--- config.mk ---
export PLATFORM = sky130hd
export DESIGN_NAME = dmem_bus
export DESIGN_NICKNAME = d
export VERILOG_FILES = /design/src/rtl/dmem_bus.sv
export SDC_FILE = /design/constraint.sdc
export NUM_CORES = 2
export LEC_CHECK = 0
export BUFFER_PORTS_ARGS = -buffer_cell sky130_fd_sc_hd__buf_2
export CORE_ASPECT_RATIO = 0.7
export CORE_MARGIN = 4
export CORE_UTILIZATION = 60
export CTS_CLUSTER_SIZE = 25
export DETAILED_ROUTE_END_ITERATION = 8
export PLACE_DENSITY = 0.78
export SYNTH_ARGS = -nofsm -noshare
export SYNTH_HDL_FRONTEND = slang
export SYNTH_SLANG_ARGS = --single-unit
--- constraint.sdc ---
create_clock -name clk -period 2.95 [get_ports clk]
set_clock_uncertainty 0.1 [all_clocks]
set_input_delay 0.295 -clock clk [delete_from_list [all_inputs] [get_ports clk]]
set_output_delay 0.295 -clock clk [all_outputs]
set_load 0.05 [all_outputs]
--- src/rtl/dmem_bus.sv ---
// Data-side bus for the single-cycle core: word RAM, byte TX FIFO and optional timer MMIO.
// Define DMEM_BUS_TIMER_EN to build the TIMER/TIMER_CMP registers and timer_irq.
module dmem_bus #(
  parameter int          RAM_WORDS  = 64,
  parameter int          FIFO_DEPTH = 8,
  parameter logic [15:0] MMIO_HI    = 16'hFFFF
) (
  input  logic        clk,
  input  logic        reset_n,
  input  logic        memwrite,
  input  logic [31:0] aluout,
  input  logic [31:0] writedata,
  output logic [31:0] readdata,
  output logic [7:0]  tx_data,
  output logic        tx_valid,
  input  logic        tx_ready,
  output logic        timer_irq,
  output logic        bus_err
);

  localparam int          AW        = $clog2(RAM_WORDS);
  localparam int          PW        = $clog2(FIFO_DEPTH);
  localparam int          CW        = PW + 1;
  localparam logic [32:0] RAM_BYTES = 33'(RAM_WORDS) * 33'd4;

  // address decode
  logic          aligned;
  logic          ram_hit;
  logic          mmio_page;
  logic [1:0]    mmio_off;
  logic          sel_txd;
  logic          sel_status;
  logic          sel_timer;
  logic          sel_cmp;
  logic          legal;
  logic [AW-1:0] ram_idx;

  assign aligned    = (aluout[1:0] == 2'b00);
  assign ram_hit    = aligned && ({1'b0, aluout} < RAM_BYTES);
  assign mmio_page  = aligned && (aluout[31:16] == MMIO_HI) && (aluout[15:4] == 12'd0);
  assign mmio_off   = aluout[3:2];
  assign sel_txd    = mmio_page && (mmio_off == 2'd0);
  assign sel_status = mmio_page && (mmio_off == 2'd1);
  assign legal      = ram_hit || sel_txd || sel_status || sel_timer || sel_cmp;
  assign ram_idx    = aluout[AW+1:2];

  // data RAM: asynchronous read, write on the edge, contents never reset
  logic [31:0] mem [RAM_WORDS];

  always_ff @(posedge clk) begin
    if (memwrite && ram_hit) mem[ram_idx] <= writedata;
  end

  // TX FIFO control
  logic [PW-1:0] rd_ptr;
  logic [PW-1:0] wr_ptr;
  logic [CW-1:0] count;
  logic          ovf;
  logic          full;
  logic          empty;
  logic          push;
  logic          pop;
  logic          push_ok;
  logic [7:0]    fifo_buf [FIFO_DEPTH];

  assign full     = (count == CW'(FIFO_DEPTH));
  assign empty    = (count == '0);
  assign tx_valid = !empty;
  assign tx_data  = fifo_buf[rd_ptr];
  assign pop      = tx_valid && tx_ready;
  assign push     = memwrite && sel_txd;
  // a pop in the same cycle frees the slot, so a push on full is still taken
  assign push_ok  = push && (!full || pop);

  always_ff @(posedge clk or negedge reset_n) begin
    if (!reset_n) begin
      rd_ptr <= '0;
      wr_ptr <= '0;
      count  <= '0;
      ovf    <= 1'b0;
    end else begin
      if (pop)     rd_ptr <= rd_ptr + PW'(1);
      if (push_ok) wr_ptr <= wr_ptr + PW'(1);
      case ({push_ok, pop})
        2'b10:   count <= count + CW'(1);
        2'b01:   count <= count - CW'(1);
        default: count <= count;
      endcase
      if (push && !push_ok)                           ovf <= 1'b1;
      else if (memwrite && sel_status && writedata[2]) ovf <= 1'b0;
    end
  end

  always_ff @(posedge clk) begin
    if (push_ok) fifo_buf[wr_ptr] <= writedata[7:0];
  end

  // timer and compare
  logic [31:0] timer_rd;
  logic [31:0] cmp_rd;

`ifdef DMEM_BUS_TIMER_EN
  logic [31:0] timer_q;
  logic [31:0] cmp_q;
  logic        irq_q;
  logic        wr_timer;
  logic        wr_cmp;

  assign sel_timer = mmio_page && (mmio_off == 2'd2);
  assign sel_cmp   = mmio_page && (mmio_off == 2'd3);
  assign wr_timer  = memwrite && sel_timer;
  assign wr_cmp    = memwrite && sel_cmp;

  always_ff @(posedge clk or negedge reset_n) begin
    if (!reset_n) begin
      timer_q <= '0;
      cmp_q   <= '1;
      irq_q   <= 1'b0;
    end else begin
      timer_q <= wr_timer ? writedata : timer_q + 32'd1;
      if (wr_cmp) cmp_q <= writedata;
      // a match in the same cycle as a CMP write keeps the flag set
      if (timer_q == cmp_q) irq_q <= 1'b1;
      else if (wr_cmp)      irq_q <= 1'b0;
    end
  end

  assign timer_rd  = timer_q;
  assign cmp_rd    = cmp_q;
  assign timer_irq = irq_q;
`else
  assign sel_timer = 1'b0;
  assign sel_cmp   = 1'b0;
  assign timer_rd  = '0;
  assign cmp_rd    = '0;
  assign timer_irq = 1'b0;
`endif

  // load data mux
  always_comb begin
    readdata = '0;
    if (ram_hit)         readdata = mem[ram_idx];
    else if (sel_status) readdata = {20'd0, 8'(count), 1'b0, ovf, full, empty};
    else if (sel_timer)  readdata = timer_rd;
    else if (sel_cmp)    readdata = cmp_rd;
  end

  // illegal-store error pulse, one cycle after the access
  logic bus_err_p1;

  always_ff @(posedge clk or negedge reset_n) begin
    if (!reset_n) bus_err_p1 <= 1'b0;
    else          bus_err_p1 <= memwrite && !legal;
  end

  assign bus_err = bus_err_p1;

endmodule
==> results.txt <==
111 I/O pins were placed. The number of buffers on the longest clock path is 3. The delay of the slowest cell on the worst path came out at 0.57 ns. The number of antenna violations at the first check in global routing is 7. The minimum setup slack among reg-to-reg paths is 0.45 ns. The area growth from synthesis to layout came out at 17.6%. After floorplanning, the core was divided into 112 placement rows. The worst register-to-register path begins at count[0]. Hold is met by 0.0552 ns. The data arrival time at the worst-slack endpoint is 2.99 ns. The die covers 142000 sq um.

The number of nets produced by synthesis is 3540. VDD sags by at most 573 uV. The first-iteration detailed-routing DRC count is 7767.

The total core area came out at 134000 sq um. The critical path goes through mux4_2 -> mux4_2 -> a221oi_4 -> o32ai_4 -> buf_6. The ratio of total power to cell area came out at 632 nW/um^2.

Entering global routing, the biggest net connects 65 pins. The synthesized netlist occupies a cell area of 81600 sq um. The layer flagged by global routing as most heavily used is met2. The number of synthesis warnings came out at 0.

Global routing used 50.1% of the available met2 tracks. The worst slew slack as a fraction of its limit came out at 16.6%. The initial cell density of the core is 60.8%. The final weighted congestion in routability-driven placement is 0.873. The top fanout value on the critical path came out at 1. TritonCTS built the clock tree. The global-route congestion overflow total is 0. Among all flip-flop cells after synthesis, the most frequent one is sky130_fd_sc_hd__edfxtp_1. The data required time of the worst path came out at 2.56 ns.

The number of flops mapped to enable cells by yosys is 2112. Counting the fill cells in the layout gives 7182. Summed over all layers, the routed wires come to 235000 microns. The count of unique library cells instantiated by Yosys is 65.

The number of global-route vias before repair was 42900. The proportion of register bits with asynchronous set or reset after synthesis came out at 0.565%. The post-route antenna net violation count is 0.

By instance count, the cell type seen most on the critical path is sky130_fd_sc_hd__mux4_2. Setup repair after global routing could not meet its margin everywhere. The final reports fail on setup timing. The clock transition at the registers of the reported paths is 0.06 ns.

The die is 449 microns wide. The final count of negative-setup-slack endpoints came out at 31. Synthesis produced 3467 cells. The number of violations of the max-capacitance limit is 0. Global routing used 33.6% of the available tracks across all layers.

The timing startpoint of the critical path is mem[5][30]. The startpoint of the worst hold path is writedata[3]. The post-route minimum period is 3.39 ns. The mean post-synth cell area is 23.5 sq um. Of the available clock period, the critical path in the final layout requires 115%.

The DRC violation count after routing is 0. The clock net in this run drives a total of 2124 sinks. The element type at the critical path start is a flop. The leakage component of the power came out at 30.5 nW. The minimum setup slack in the final design is -0.438 ns. The run finished, with violations left. At the end of the flow, the number of nets in the layout was 4091. Global routing consumed, on the met1 layer, 46.6% of the routing resources. In this run the number of H-tree levels came out at 4. Dividing the detail-routed wire length by the instance count gives 39.6 microns.

The critical path in this run is classified as reg2out. The clock insertion delay at the later pin of the skew report is 0.80 ns. The final number of max-transition violations is 0. The total iterations of the first detailed-routing run is 8. The highest attainable clock frequency is 295 MHz. The global-route wire length before repair is 330000 microns. The final total power is 60.6 mW.

The global routing usage on met3 came out at 10.9%. STA classifies the critical path endpoint as a primary output. For the pin with the worst max-slew slack, the measured transition is 1.25 ns. The worst hold path belongs to the class in2reg. The critical-path cell with the highest stage delay is sky130_fd_sc_hd__mux4_2. The fraction of the yosys area taken by sequential cells is 78.1%. The number of buffers added on ports came out at 109. The number of buffers created by CTS is 184. The library cell used as clock root buffer is sky130_fd_sc_hd__clkbuf_16. The number of hold violations in the final report came out at 0. The die extent in y is 317 microns. The via-per-instance ratio is 7.16. The post-route netlist has 36.6% of its cells at a drive strength greater than 1. The total number of vias came out at 42500. The wire-length estimate of the detail-placed layout is 136000 microns.

The synthesis-stage register bit count came out at 2124.
sequential cells by signal, summed over array words and instances, names as in the netlist:
register  cells
bus_err       1
count         4
fifo_buf     64
mem        2048
ovf           1
rd_ptr        3
wr_ptr        3
what timing repair did:
item                                   in CTS  in global routing
resized for setup                         134                 25
buffers inserted                            4                  2
hold buffers                               15                  0
pin swaps                                  22                 17
setup endpoints to repair                  40                 33
endpoints found under the hold margin     230                  0
gates cloned                                0                  0
Yosys cell counts (3+ instances only):
cell type	count	share of area, %
sky130_fd_sc_hd__edfxtp_1	2112	78
sky130_fd_sc_hd__mux4_2	556	15
sky130_fd_sc_hd__mux2i_1	137	1.7
sky130_fd_sc_hd__nor2_1	103	0.47
sky130_fd_sc_hd__buf_2	62	0.38
sky130_fd_sc_hd__a22oi_1	58	0.53
sky130_fd_sc_hd__clkbuf_1	42	0.19
sky130_fd_sc_hd__nand2_1	40	0.18
sky130_fd_sc_hd__buf_4	35	0.32
sky130_fd_sc_hd__o22ai_1	25	0.19
sky130_fd_sc_hd__nand3_1	24	0.15
sky130_fd_sc_hd__nor3_1	23	0.14
sky130_fd_sc_hd__buf_1	22	0.10
sky130_fd_sc_hd__buf_6	20	0.28
sky130_fd_sc_hd__a22o_1	19	0.20
sky130_fd_sc_hd__mux2_2	19	0.26
sky130_fd_sc_hd__nor4_1	19	0.15
sky130_fd_sc_hd__a21oi_1	17	0.10
sky130_fd_sc_hd__dfrtp_1	12	0.37
sky130_fd_sc_hd__nor2b_1	10	0.077
sky130_fd_sc_hd__nand4_1	9	0.069
sky130_fd_sc_hd__a211oi_1	8	0.074
sky130_fd_sc_hd__nand2b_1	8	0.061
sky130_fd_sc_hd__a221oi_1	7	0.075
sky130_fd_sc_hd__and2_1	6	0.046
sky130_fd_sc_hd__o21ai_1	6	0.037
sky130_fd_sc_hd__xnor2_1	6	0.064
sky130_fd_sc_hd__ha_1	4	0.061
sky130_fd_sc_hd__inv_1	4	0.018
sky130_fd_sc_hd__a221o_1	3	0.037
sky130_fd_sc_hd__a31oi_1	3	0.023
sky130_fd_sc_hd__and3_1	3	0.023
sky130_fd_sc_hd__o2111a_1	3	0.041
sky130_fd_sc_hd__or2_2	3	0.023
cell usage in the layout (no fill, tap or decap), drive strengths merged, types with 11 or more instances in the layout:
| master | n |
|---|---|
| o22ai | 25 |
| buf | 534 |
| nor4 | 20 |
| nand2 | 40 |
| a22oi | 58 |
| inv | 12 |
| a22o | 19 |
| clkinv | 76 |
| nor3 | 24 |
| edfxtp | 2112 |
| mux2i | 137 |
| dfrtp | 12 |
| dlygate4sd3 | 15 |
| nand3 | 24 |
| mux4 | 556 |
| clkbuf | 235 |
| mux2 | 20 |
| a21oi | 18 |
| nor2 | 104 |
| nor2b | 11 |
power by group:
| group | internal [mW] | switching (mW) | leakage, nW | total [mW] |
|---|---|---|---|---|
| Sequential | 33.2 | 0.134 | 19.1 | 33.4 |
| Combinational | 1.71 | 2.32 | 8.67 | 4.03 |
| Clock | 12.5 | 10.7 | 2.76 | 23.2 |
| Total | 47.4 | 13.2 | 30.5 | 60.6 |
final timing paths:
path	end	cells past startpoint
hold / removal	mem[60][3]	1
setup reg to reg	count[3]	10
max in group asynchronous	rd_ptr[0]	3
hold reg to reg	count[3]	1
min in group asynchronous	bus_err	3
setup / recovery	readdata[30]	5
stage by stage:
| stage | std cells | setup slack, ns | setup TNS [ns] | util, % | instance area, sq um |
|---|---|---|---|---|---|
| after global routing | 5932 | -0.518 | -9.45 | 71.5 | 95900 |
| after CTS | 5931 | -0.477 | -8.45 | 71.4 | 95800 |
| after floorplan | 3467 | -0.579 | -1072.26 | - | 81600 |
| after global placement | 5587 | -0.555 | -10.98 | 66.7 | 89400 |
| final | 5936 | -0.438 | -7.45 | 71.6 | 96000 |
| after detailed placement | 5587 | -0.533 | -9.91 | 66.7 | 89400 |
layout make-up:
cell class	count	area (sq um)	share of cell area, %
Multi-Input combinational cell	1154	17800	18.6
Inverter	5	20.0	0.0209
Timing Repair Buffer	549	6500	6.78
Tap cell	1767	2210	2.30
Clock inverter	97	762	0.794
Sequential cell	2124	63700	66.4
Clock buffer	235	4880	5.09
Antenna cell	5	12.5	0.0130
worst max-delay path, delay by kind of cell, from the launching register on:
kind                   cells  cell delay [ns]
AOI/OAI and AO/OA          2             0.51
buffers and inverters      1             0.21
DFF                        1             0.40
muxes                      2             1.04
metal layers:
| metal | vias to the layer above | share of wire, % |
|---|---|---|
| met3 | 720 | 16 |
| met4 | 2 | 5.5 |
| met5 | - | 0.0030 |
| met1 | 21900 | 33 |
| met2 | 3861 | 46 |
| li1 | 16000 | - |
cells by family after synthesis:
group | after synthesis | synth area share, %
AOI/OAI and AO/OA | 167 | 1.52
xor gates and xnor gates | 6 | 0.0644
adders and majority gates | 5 | 0.0859
buffers and inverters | 189 | 1.36
DFF | 2124 | 78.1
muxes | 713 | 17.3
other | 1 | 0.00460
and+or+nand+nor | 262 | 1.57
No activity file was read; power rests on OpenSTA's default activity.
